## config.mk

```make
export PLATFORM = sky130hd
export DESIGN_NAME = keypad_event_encoder
export DESIGN_NICKNAME = d
export VERILOG_FILES = /design/src/rtl/keypad_event_encoder.sv
export SDC_FILE = /design/constraint.sdc
export NUM_CORES = 1
export LEC_CHECK = 0
export ABC_AREA = 1
export BUFFER_PORTS_ARGS = -buffer_cell sky130_fd_sc_hd__buf_2
export CAP_MARGIN = 20
export CORE_MARGIN = 1.5
export CORE_UTILIZATION = 55
export DETAILED_ROUTE_END_ITERATION = 10
export PLACE_DENSITY_LB_ADDON = 0.08
export RECOVER_POWER = 100
export SLEW_MARGIN = 25
export SYNTH_ARGS = -nofsm -noshare
export SYNTH_HDL_FRONTEND = slang
export SYNTH_SLANG_ARGS = --single-unit
```

## constraint.sdc

```tcl
create_clock -name clk -period 5.3 [get_ports clk]
set_input_delay 0.795 -clock clk [delete_from_list [all_inputs] [get_ports clk]]
set_output_delay 0.795 -clock clk [all_outputs]
set_load 0.03 [all_outputs]
```

## src/rtl/keypad_event_encoder.sv

```systemverilog
// Digit keypad front end: per-key sync and debounce, n-key lockout,
// and a one-deep key-code event register with a valid/ready handshake.
`timescale 1ns/1ps
module keypad_event_encoder #(
  parameter int NUM_KEYS      = 10,
  parameter int STABLE_CYCLES = 4,
  parameter int CODE_W        = 4
) (
  input  logic                clk,
  input  logic                clear,
  input  logic [NUM_KEYS-1:0] keys,
  input  logic                ready,
  input  logic                flags_clr,
  output logic [CODE_W-1:0]   code,
  output logic                valid,
  output logic                pressed,
  output logic                overrun,
  output logic                multi
);

  localparam logic [2:0] STB = 3'(STABLE_CYCLES);

  typedef enum logic {
    IDLE = 1'b0,
    HELD = 1'b1
  } state_e;

  logic [NUM_KEYS-1:0]      s1_q, s2_q;
  logic [NUM_KEYS-1:0]      db_q, db_d;
  logic [NUM_KEYS-1:0][2:0] cnt_q, cnt_d;
  state_e                   state_q, state_d;
  logic [CODE_W-1:0]        code_q, code_d;
  logic                     valid_q, valid_d;
  logic                     pressed_q;
  logic                     overrun_q, overrun_d;
  logic                     multi_q, multi_d;

  logic [CODE_W-1:0]        lo_idx;
  logic                     any_db;
  logic                     many_db;
  logic                     ev;

  always_ff @(posedge clk or posedge clear) begin
    if (clear) begin
      s1_q <= '0;
      s2_q <= '0;
    end else begin
      s1_q <= keys;
      s2_q <= s1_q;
    end
  end

  always_comb begin
    db_d  = db_q;
    cnt_d = cnt_q;
    for (int i = 0; i < NUM_KEYS; i++) begin
      if (s2_q[i] != db_q[i]) begin
        if (cnt_q[i] + 3'd1 == STB) begin
          db_d[i]  = ~db_q[i];
          cnt_d[i] = 3'd0;
        end else begin
          cnt_d[i] = cnt_q[i] + 3'd1;
        end
      end else begin
        cnt_d[i] = 3'd0;
      end
    end
  end

  always_ff @(posedge clk or posedge clear) begin
    if (clear) begin
      db_q      <= '0;
      cnt_q     <= '0;
      pressed_q <= 1'b0;
    end else begin
      db_q      <= db_d;
      cnt_q     <= cnt_d;
      pressed_q <= |db_d;
    end
  end

  // Lowest-index pressed key wins
  always_comb begin
    lo_idx = '0;
    for (int i = NUM_KEYS - 1; i >= 0; i--) begin
      if (db_q[i]) lo_idx = CODE_W'(i);
    end
  end

  assign any_db  = |db_q;
  assign many_db = |(db_q & (db_q - NUM_KEYS'(1)));

  always_comb begin
    state_d   = state_q;
    code_d    = code_q;
    valid_d   = valid_q;
    overrun_d = overrun_q;
    multi_d   = multi_q;
    ev        = 1'b0;

    unique case (state_q)
      IDLE: begin
        if (any_db) begin
          state_d = HELD;
          ev      = 1'b1;
        end
      end
      HELD: begin
        if (!any_db) state_d = IDLE;
      end
      default: state_d = IDLE;
    endcase

    if (valid_q && ready) valid_d = 1'b0;

    if (flags_clr) begin
      overrun_d = 1'b0;
      multi_d   = 1'b0;
    end

    // Set beats a same-edge flags_clr
    if (ev) begin
      if (!valid_q || ready) begin
        code_d  = lo_idx;
        valid_d = 1'b1;
      end else begin
        overrun_d = 1'b1;
      end
      if (many_db) multi_d = 1'b1;
    end
  end

  always_ff @(posedge clk or posedge clear) begin
    if (clear) begin
      state_q   <= IDLE;
      code_q    <= '0;
      valid_q   <= 1'b0;
      overrun_q <= 1'b0;
      multi_q   <= 1'b0;
    end else begin
      state_q   <= state_d;
      code_q    <= code_d;
      valid_q   <= valid_d;
      overrun_q <= overrun_d;
      multi_q   <= multi_d;
    end
  end

  assign code    = code_q;
  assign valid   = valid_q;
  assign pressed = pressed_q;
  assign overrun = overrun_q;
  assign multi   = multi_q;

endmodule

```

==> reports/qor.yml, run 1 <==
avgRoutedWirePerCell_um: 10.0
postSynthCellCount: 319
hold_path.startpoint: "s1_q[4]$_DFF_PP0_"
clkSlewWorstSetupHoldPaths_ns: 0.07
pre_cts_ws_ns: 3.64
die-area_um2: 5960
yosys.area.top_type_share_pct: 57.0
syn_nets: 353
syn_area_um2: 3030
vdd.ir_drop.worst_uv: 323
die_x_um: 77.2
path_class: "reg2out"
core_um2: 5200
holdPathStages: 0
clk_latency_ns: 0.34
antenna_left: 0
finalCoreUtilization_pct: 64.9
cts_tree: "built"
max_slew_margin_pct: 44.9
hold_end: "s2_q[4]$_DFF_PP0_"
crit-reg2reg-launch: "db_q[1]$_DFF_PP0_"
cp_slowest_cell: "dfrtp_1"
worstMarginPinSlew_ns: 0.827
synthTopCellsByArea: "dfrtp_1 57%, nand2_1 9.2%, ha_1 8.3%, inv_1 7.3%, nor2_1 3.6%"
postCtsHoldBufs: 0
cts_inserted_buffers: 9
reg2reg_slack_ns: 3.59
path_max_fanout: 2
grt_pass1_wl_mm: 7.77
leakage_nw: 1.77
fin_area_um2: 3380
path_delay_family: "flip-flops"
routed-via-count: 1947
path_cells: "clkbuf_1"
row_count: 26
die_h_um: 77.2
fin_nets: 385
critPathMaxStageDelay_ns: 0.37
setup_tns_ns: 0
clkSinkCount: 69
endpoint_kind: "primary output"
grt_pass1_vias: 1871
gr-total-overflow: 0
synth_area_leader_cell: "dfrtp_1"
rr_worst_depth: 8
dp_hpwl_mm: 3.08
worstPathRequired_ns: 4.51
status: "finished, final reports clean"
yosysWarnings: 0
rsz0062_at_grt: "no"
routabilityCongestion: 0.752
drive_gt1_share_pct: 8.76
min_path_type: "reg2reg"
synth_cell_types: 20
finalSetupViolations: 0
hold_viol: 0
setup_ws_ns: 3.49
critPathBufInv: 1
avgSynthCellArea_um2: 9.49
synthToLayoutAreaGrowth_pct: 11.5
worstPathArrival_ns: 1.02
io_buffers: 21
min_period_ns: 1.81
vias_per_cell: 4.59
cts_buffer_depth: 2
cts_root_buf: "clkbuf_8"
drv_slew: 0
yosys_register_bits: 69
fmax_mhz: 551
placed_area_um2: 3220
drc: 0
yosysSeqAreaShare_pct: 57.0
grt_max_degree: 70
drv_cap: 0
fin_skew_ns: 0.00446
fin_crit_sh_pct: 34.2
layout_common_cells: "75 x nand2_1, 69 x dfrtp_1, 59 x inv_1"
io_pins: 22
final_common_cell: "nand2_1"
cts_setup_buffers: 0
r2r_end: "code[0]$_DFFE_PP0P_"
cts_resized: 0
htree_levels: 3
routed_wl_mm: 4.25
p_per_area_nw_per_um2: 526
diodes: 0
worstSetupStartpointType: "flip-flop"
antenna_found_initial: 0
drtIter0Drc: 48
track_usage_pct: 16.9
start_util_pct: 58.2
first_pass_iters: 4
worst max path at each step:
stage                        startpoint                  end  slack [ns]  depth (start not counted)
floorplan                         clear   cnt_q[0]$_DFF_PP0_        2.77                          1
global placement                  clear  cnt_q[29]$_DFF_PP0_        3.64                          3
detailed placement                clear  cnt_q[28]$_DFF_PP0_        3.64                          3
CTS                 code[0]$_DFFE_PP0P_              code[0]        3.57                          1
global route          db_q[0]$_DFF_PP0_  code[2]$_DFFE_PP0P_        3.34                          7
finish              code[0]$_DFFE_PP0P_              code[0]        3.49                          1
flip-flops by register name (all words and copies together) (netlist names):
register  cells
cnt_q        30
code          4
db_q         10
multi         1
overrun       1
pressed       1
s1_q         10
s2_q         10
state_q       1
valid         1
report_power, final:
part	switching [W]	leakage, nW	total [W]	internal (W)
registers	0.000120	0.866	0.000792	0.000672
logic	0.000345	0.801	0.000556	0.000211
clock network	0.000176	0.102	0.000427	0.000251
layer usage:
metal | vias up | wire, um | GRT usage (%)
met5 | - | 0 | 0
met4 | 0 | 106 | 9.27
met3 | 11 | 145 | 4.64
met2 | 27 | 1920 | 26.6
met1 | 877 | 2080 | 21.2
li1 | 1032 | - | -
area by class of cell:
cell class / count / area [um2]
clock buffers: 13 / 169
clock inverters: 1 / 30.0
fillers: 445 / 1830
inverters: 60 / 225
multi-input cells: 189 / 1030
flip-flops and latches: 69 / 1730
well taps: 70 / 87.6
repair buffers: 22 / 103
synth_stat cells, drive strengths merged:
| library cell | count |
|---|---|
| nand3 | 11 |
| nor3 | 16 |
| ha | 20 |
| xnor2 | 11 |
| dfrtp | 69 |
| nand2 | 77 |
| inv | 60 |
| nor3b | 5 |
| o21ai | 14 |
| o31ai | 1 |
| buf | 1 |
| a21oi | 1 |
| nor2 | 33 |
logic make-up after synthesis:
group           share of synthesized area [%]
simple gates                             21.0
flops                                    57.0
buf+inv                                  7.81
fa+ha+maj                                8.26
compound gates                           2.73
xor+xnor                                 3.18
worst reg2reg max path: stages, from the launching register on:
cell,delay [ns]
dfrtp_1,0.42
nor2_1,0.33
nand2_1,0.14
nor2_1,0.26
nand2_4,0.08
nand3_1,0.20
nor2_1,0.07
nand2_1,0.06
nand2_1,0.04
through the flow:
step,power [W],std cells,hold slack (ns)
2_1_floorplan,0.00127,319,0.331
6_report,0.00177,424,0.342
4_1_cts,0.00183,424,0.345
3_5_place_dp,0.00140,410,0.335
5_1_grt,0.00194,424,0.357
3_3_place_gp,0.00138,410,0.333
Note: power is estimated with default switching activity, not from simulation.
==> run 2: changes to the inputs <==
clock period = 1.8 ns   (was 5.3 ns; I/O delays follow)
==> reports/qor.yml, run 2 (same netlist as run 1, synthesis figures left out) <==
hold_end: "s1_q[7]$_DFF_PP0_"
routed-via-count: 1960
row_count: 26
rr_worst_depth: 8
status: "finished, final reports clean"
worstPathArrival_ns: 1.82
synthToLayoutAreaGrowth_pct: 13.1
worstMarginPinSlew_ns: 1.47
clk_latency_ns: 0.34
worstPathRequired_ns: 2.04
cts_tree: "built"
finalSetupViolations: 0
reg2reg_slack_ns: 0.22
io_buffers: 21
fmax_mhz: 635
drc: 0
rsz0062_at_grt: "no"
cts_buffer_depth: 2
postCtsHoldBufs: 0
vdd.ir_drop.worst_uv: 863
cts_setup_buffers: 0
largest-register: "cnt_q"
min_period_ns: 1.58
grt_max_degree: 70
diodes: 0
largest_reg_flops: 30
vias_per_cell: 4.60
first_pass_iters: 4
core_um2: 5200
crit-reg2reg-launch: "db_q[1]$_DFF_PP0_"
n_fill_cell: 438
fin_crit_sh_pct: 87.5
drtIter0Drc: 141
r2r_end: "code[0]$_DFFE_PP0P_"
cts_inserted_buffers: 9
final_common_cell: "nand2_1"
grt_pass1_wl_mm: 8.20
p_per_area_nw_per_um2: 1610
worstSetupStartpointType: "flip-flop"
dp_hpwl_mm: 3.18
die_h_um: 77.2
leakage_nw: 1.79
routed_wl_mm: 4.46
cts_resized: 0
drive_gt1_share_pct: 9.55
holdPathStages: 1
drv_slew: 0
hold_viol: 0
placed_area_um2: 3230
layout_common_cells: "75 x nand2_1, 69 x dfrtp_1, 58 x inv_1"
path_max_fanout: 7
clkSlewWorstSetupHoldPaths_ns: 0.07
grt_pass1_vias: 1944
hold_ws_ns: 0.0299
clkSinkCount: 69
antenna_found_initial: 0
die-area_um2: 5960
min_path_type: "in2reg"
gr-total-overflow: 0
endpoint_kind: "flip-flop"
routabilityCongestion: 0.770
max_slew_margin_pct: 2.28
cts_root_buf: "clkbuf_8"
path_class: "reg2reg"
fin_skew_ns: 0.00619
fin_nets: 385
io_pins: 22
avgRoutedWirePerCell_um: 10.5
die_x_um: 77.2
drv_cap: 0
track_usage_pct: 17.8
setup_tns_ns: 0
start_util_pct: 58.2
antenna_left: 0
fin_area_um2: 3420
htree_levels: 3
hold_path.startpoint: "keys[7]"
[run 2: cell type report]
| class | instances | area, um2 | area share, % |
|---|---|---|---|
| Multi-Input combinational cell | 189 | 1040 | 30.4 |
| Sequential cell | 69 | 1730 | 50.4 |
| Clock inverter | 4 | 95.1 | 2.78 |
| Tap cell | 70 | 87.6 | 2.56 |
| Inverter | 60 | 229 | 6.69 |
| Clock buffer | 12 | 145 | 4.24 |
| Timing Repair Buffer | 22 | 98.8 | 2.89 |
[run 2: layer usage]
metal  track usage (%)  wire length (um)  vias to the layer above
met1              22.9              2150                      893
met3              4.40               165                       13
met2              27.3              2020                       27
met5                 0                 0                        -
li1                  -                 -                     1027
met4              10.4               125                        0
[run 2: how the worst max path moves through the flow]
stage                              startpoint                  end  slack, ns  cells past startpoint
after floorplan            cnt_q[0]$_DFF_PP0_    pressed$_DFF_PP0_       0.51                      9
after global placement    cnt_q[18]$_DFF_PP0_    pressed$_DFF_PP0_       0.26                      7
final                       db_q[1]$_DFF_PP0_  code[0]$_DFFE_PP0P_       0.22                      8
after detailed placement  cnt_q[18]$_DFF_PP0_    pressed$_DFF_PP0_       0.24                      7
after global routing      cnt_q[18]$_DFF_PP0_    pressed$_DFF_PP0_       0.07                      7
after CTS                 cnt_q[18]$_DFF_PP0_    pressed$_DFF_PP0_       0.23                      7
[run 2: stage by stage]
stage / power, W / std cells / util [%] / setup slack [ns]
floorplan: 0.00373 / 319 / - / 0.507
global placement: 0.00406 / 410 / 62.1 / 0.264
detailed placement: 0.00412 / 410 / 62.1 / 0.242
CTS: 0.00566 / 426 / 66.7 / 0.230
global route: 0.00600 / 426 / 65.8 / 0.0732
finish: 0.00551 / 426 / 65.8 / 0.225
[run 2: where the power goes]
part	internal, W	switching (W)
Clock	0.000957	0.000549
Combinational	0.000627	0.00104
Sequential	0.00198	0.000364
Total	0.00356	0.00195
[run 2: critical path: stages (launching register included)]
cell and delay [ns]:
dfrtp_1 0.45, nor2_4 0.18, nand2_1 0.10, nor2_1 0.26, nand2_4 0.08, nand3_1 0.23
nor2_1 0.07, nand2_1 0.07, nand2_1 0.04
==> run 3: changes to the inputs <==
RECOVER_POWER = 50   (was 100)
==> reports/qor.yml, run 3 (same netlist as run 1, synthesis figures left out) <==
path_class: "reg2reg"
worstSetupStartpoint: "cnt_q[18]$_DFF_PP0_"
io_pins: 22
htree_levels: 3
drc: 0
grt_pass1_wl_mm: 8.20
start_util_pct: 58.2
die_h_um: 77.2
cts_tree: "built"
routed_wl_mm: 4.46
path_max_fanout: 3
hold_viol: 0
rsz0062_at_grt: "no"
rr_worst_depth: 7
routabilityCongestion: 0.770
io_buffers: 21
dp_hpwl_mm: 3.18
die_x_um: 77.2
worstSetupStartpointType: "flip-flop"
gr-total-overflow: 0
fin_crit_sh_pct: 85.8
vdd.ir_drop.worst_uv: 874
crit_end: "pressed$_DFF_PP0_"
n_fill_cell: 431
postCtsHoldBufs: 0
reg2reg_slack_ns: 0.26
cts_resized: 0
finalSetupViolations: 0
regArea_um2: 1730
min_path_type: "in2reg"
cts_root_buf: "clkbuf_8"
largest_reg_flops: 30
fin_skew_ns: 0.00605
r2r_end: "pressed$_DFF_PP0_"
fin_nets: 385
die-area_um2: 5960
cts_inserted_buffers: 9
grt_pass1_vias: 1944
first_pass_iters: 4
clk_latency_ns: 0.34
drtIter0Drc: 134
clkSinkCount: 69
largest-register: "cnt_q"
hold_ws_ns: 0.0295
antenna_left: 0
cts_buffer_depth: 2
drv_cap: 0
drive_gt1_share_pct: 12.6
placed_area_um2: 3230
p_per_area_nw_per_um2: 1610
status: "finished, final reports clean"
track_usage_pct: 17.8
avgRoutedWirePerCell_um: 10.5
final_common_cell: "nand2_1"
power_w: 0.00557
worstMarginPinSlew_ns: 1.47
crit-reg2reg-launch: "cnt_q[18]$_DFF_PP0_"
leakage_nw: 1.81
clkSlewWorstSetupHoldPaths_ns: 0.07
endpoint_kind: "flip-flop"
multiInputGateArea_um2: 1060
drv_slew: 0
diodes: 0
synthToLayoutAreaGrowth_pct: 14.2
worstPathArrival_ns: 1.77
layout_common_cells: "74 x nand2_1, 69 x dfrtp_1, 58 x inv_1"
max_slew_margin_pct: 2.29
fmax_mhz: 648
row_count: 26
fin_area_um2: 3460
min_period_ns: 1.54
worstPathRequired_ns: 2.03
vias_per_cell: 4.59
routed-via-count: 1956
antenna_found_initial: 0
setup_tns_ns: 0
core_um2: 5200
cts_setup_buffers: 0
grt_max_degree: 70
## run 3: cell count changes in the layout (fill, tap and decap cells not counted), moves of 2 or more
cell / previous run / this run
buf_2: 13 / 21
clkbuf_1: 11 / 3
o21ai_0: 13 / 11
o21ai_1: 1 / 3
## run 3: how the worst min path moves through the flow
stage | from | endpoint | slack [ns] | cells past startpoint
finish | keys[7] | s1_q[7]$_DFF_PP0_ | 0.03 | 1
global route | keys[7] | s1_q[7]$_DFF_PP0_ | 0.01 | 1
detailed placement | s1_q[9]$_DFF_PP0_ | s2_q[9]$_DFF_PP0_ | 0.34 | 0
CTS | keys[7] | s1_q[7]$_DFF_PP0_ | 0.01 | 1
floorplan | keys[0] | s1_q[0]$_DFF_PP0_ | 0.30 | 0
global placement | s1_q[7]$_DFF_PP0_ | s2_q[7]$_DFF_PP0_ | 0.33 | 0
## run 3: area by class of cell
type / count / area share, %
Sequential cell: 69 / 49.9
Clock buffer: 12 / 4.20
Inverter: 60 / 6.62
Multi-Input combinational cell: 189 / 30.8
Clock inverter: 4 / 2.75
Timing Repair Buffer: 22 / 3.15
Tap cell: 70 / 2.53
## run 3: critical path, cell delays in order, from the launching register on
cell	delay (ns)
dfrtp_1	0.40
ha_1	0.22
nand2_1	0.08
nand3_1	0.12
o21ai_0	0.28
nand2_1	0.09
nor2_1	0.16
nand3_1	0.08
## run 3: per-layer routing
layer | GRT usage [%] | vias up | routed length (um)
met1 | 22.9 | 889 | 2170
met2 | 27.3 | 26 | 2030
li1 | - | 1028 | -
met4 | 10.4 | 0 | 125
met3 | 4.40 | 13 | 142
met5 | 0 | - | 0
## run 3: report_power, final
group	leakage, nW	switching (W)	internal (W)
Combinational	0.828	0.00107	0.000659
Sequential	0.866	0.000363	0.00198
Clock	0.121	0.000548	0.000957
Total	1.81	0.00198	0.00359
## run 3: metrics by stage
| stage | std cells | setup slack [ns] | utilization (%) |
|---|---|---|---|
| final | 426 | 0.256 | 66.4 |
| after global routing | 426 | 0.0732 | 66.4 |
| after CTS | 426 | 0.230 | 66.7 |
| after detailed placement | 410 | 0.242 | 62.1 |
| after global placement | 410 | 0.264 | 62.1 |
| after floorplan | 319 | 0.507 | - |
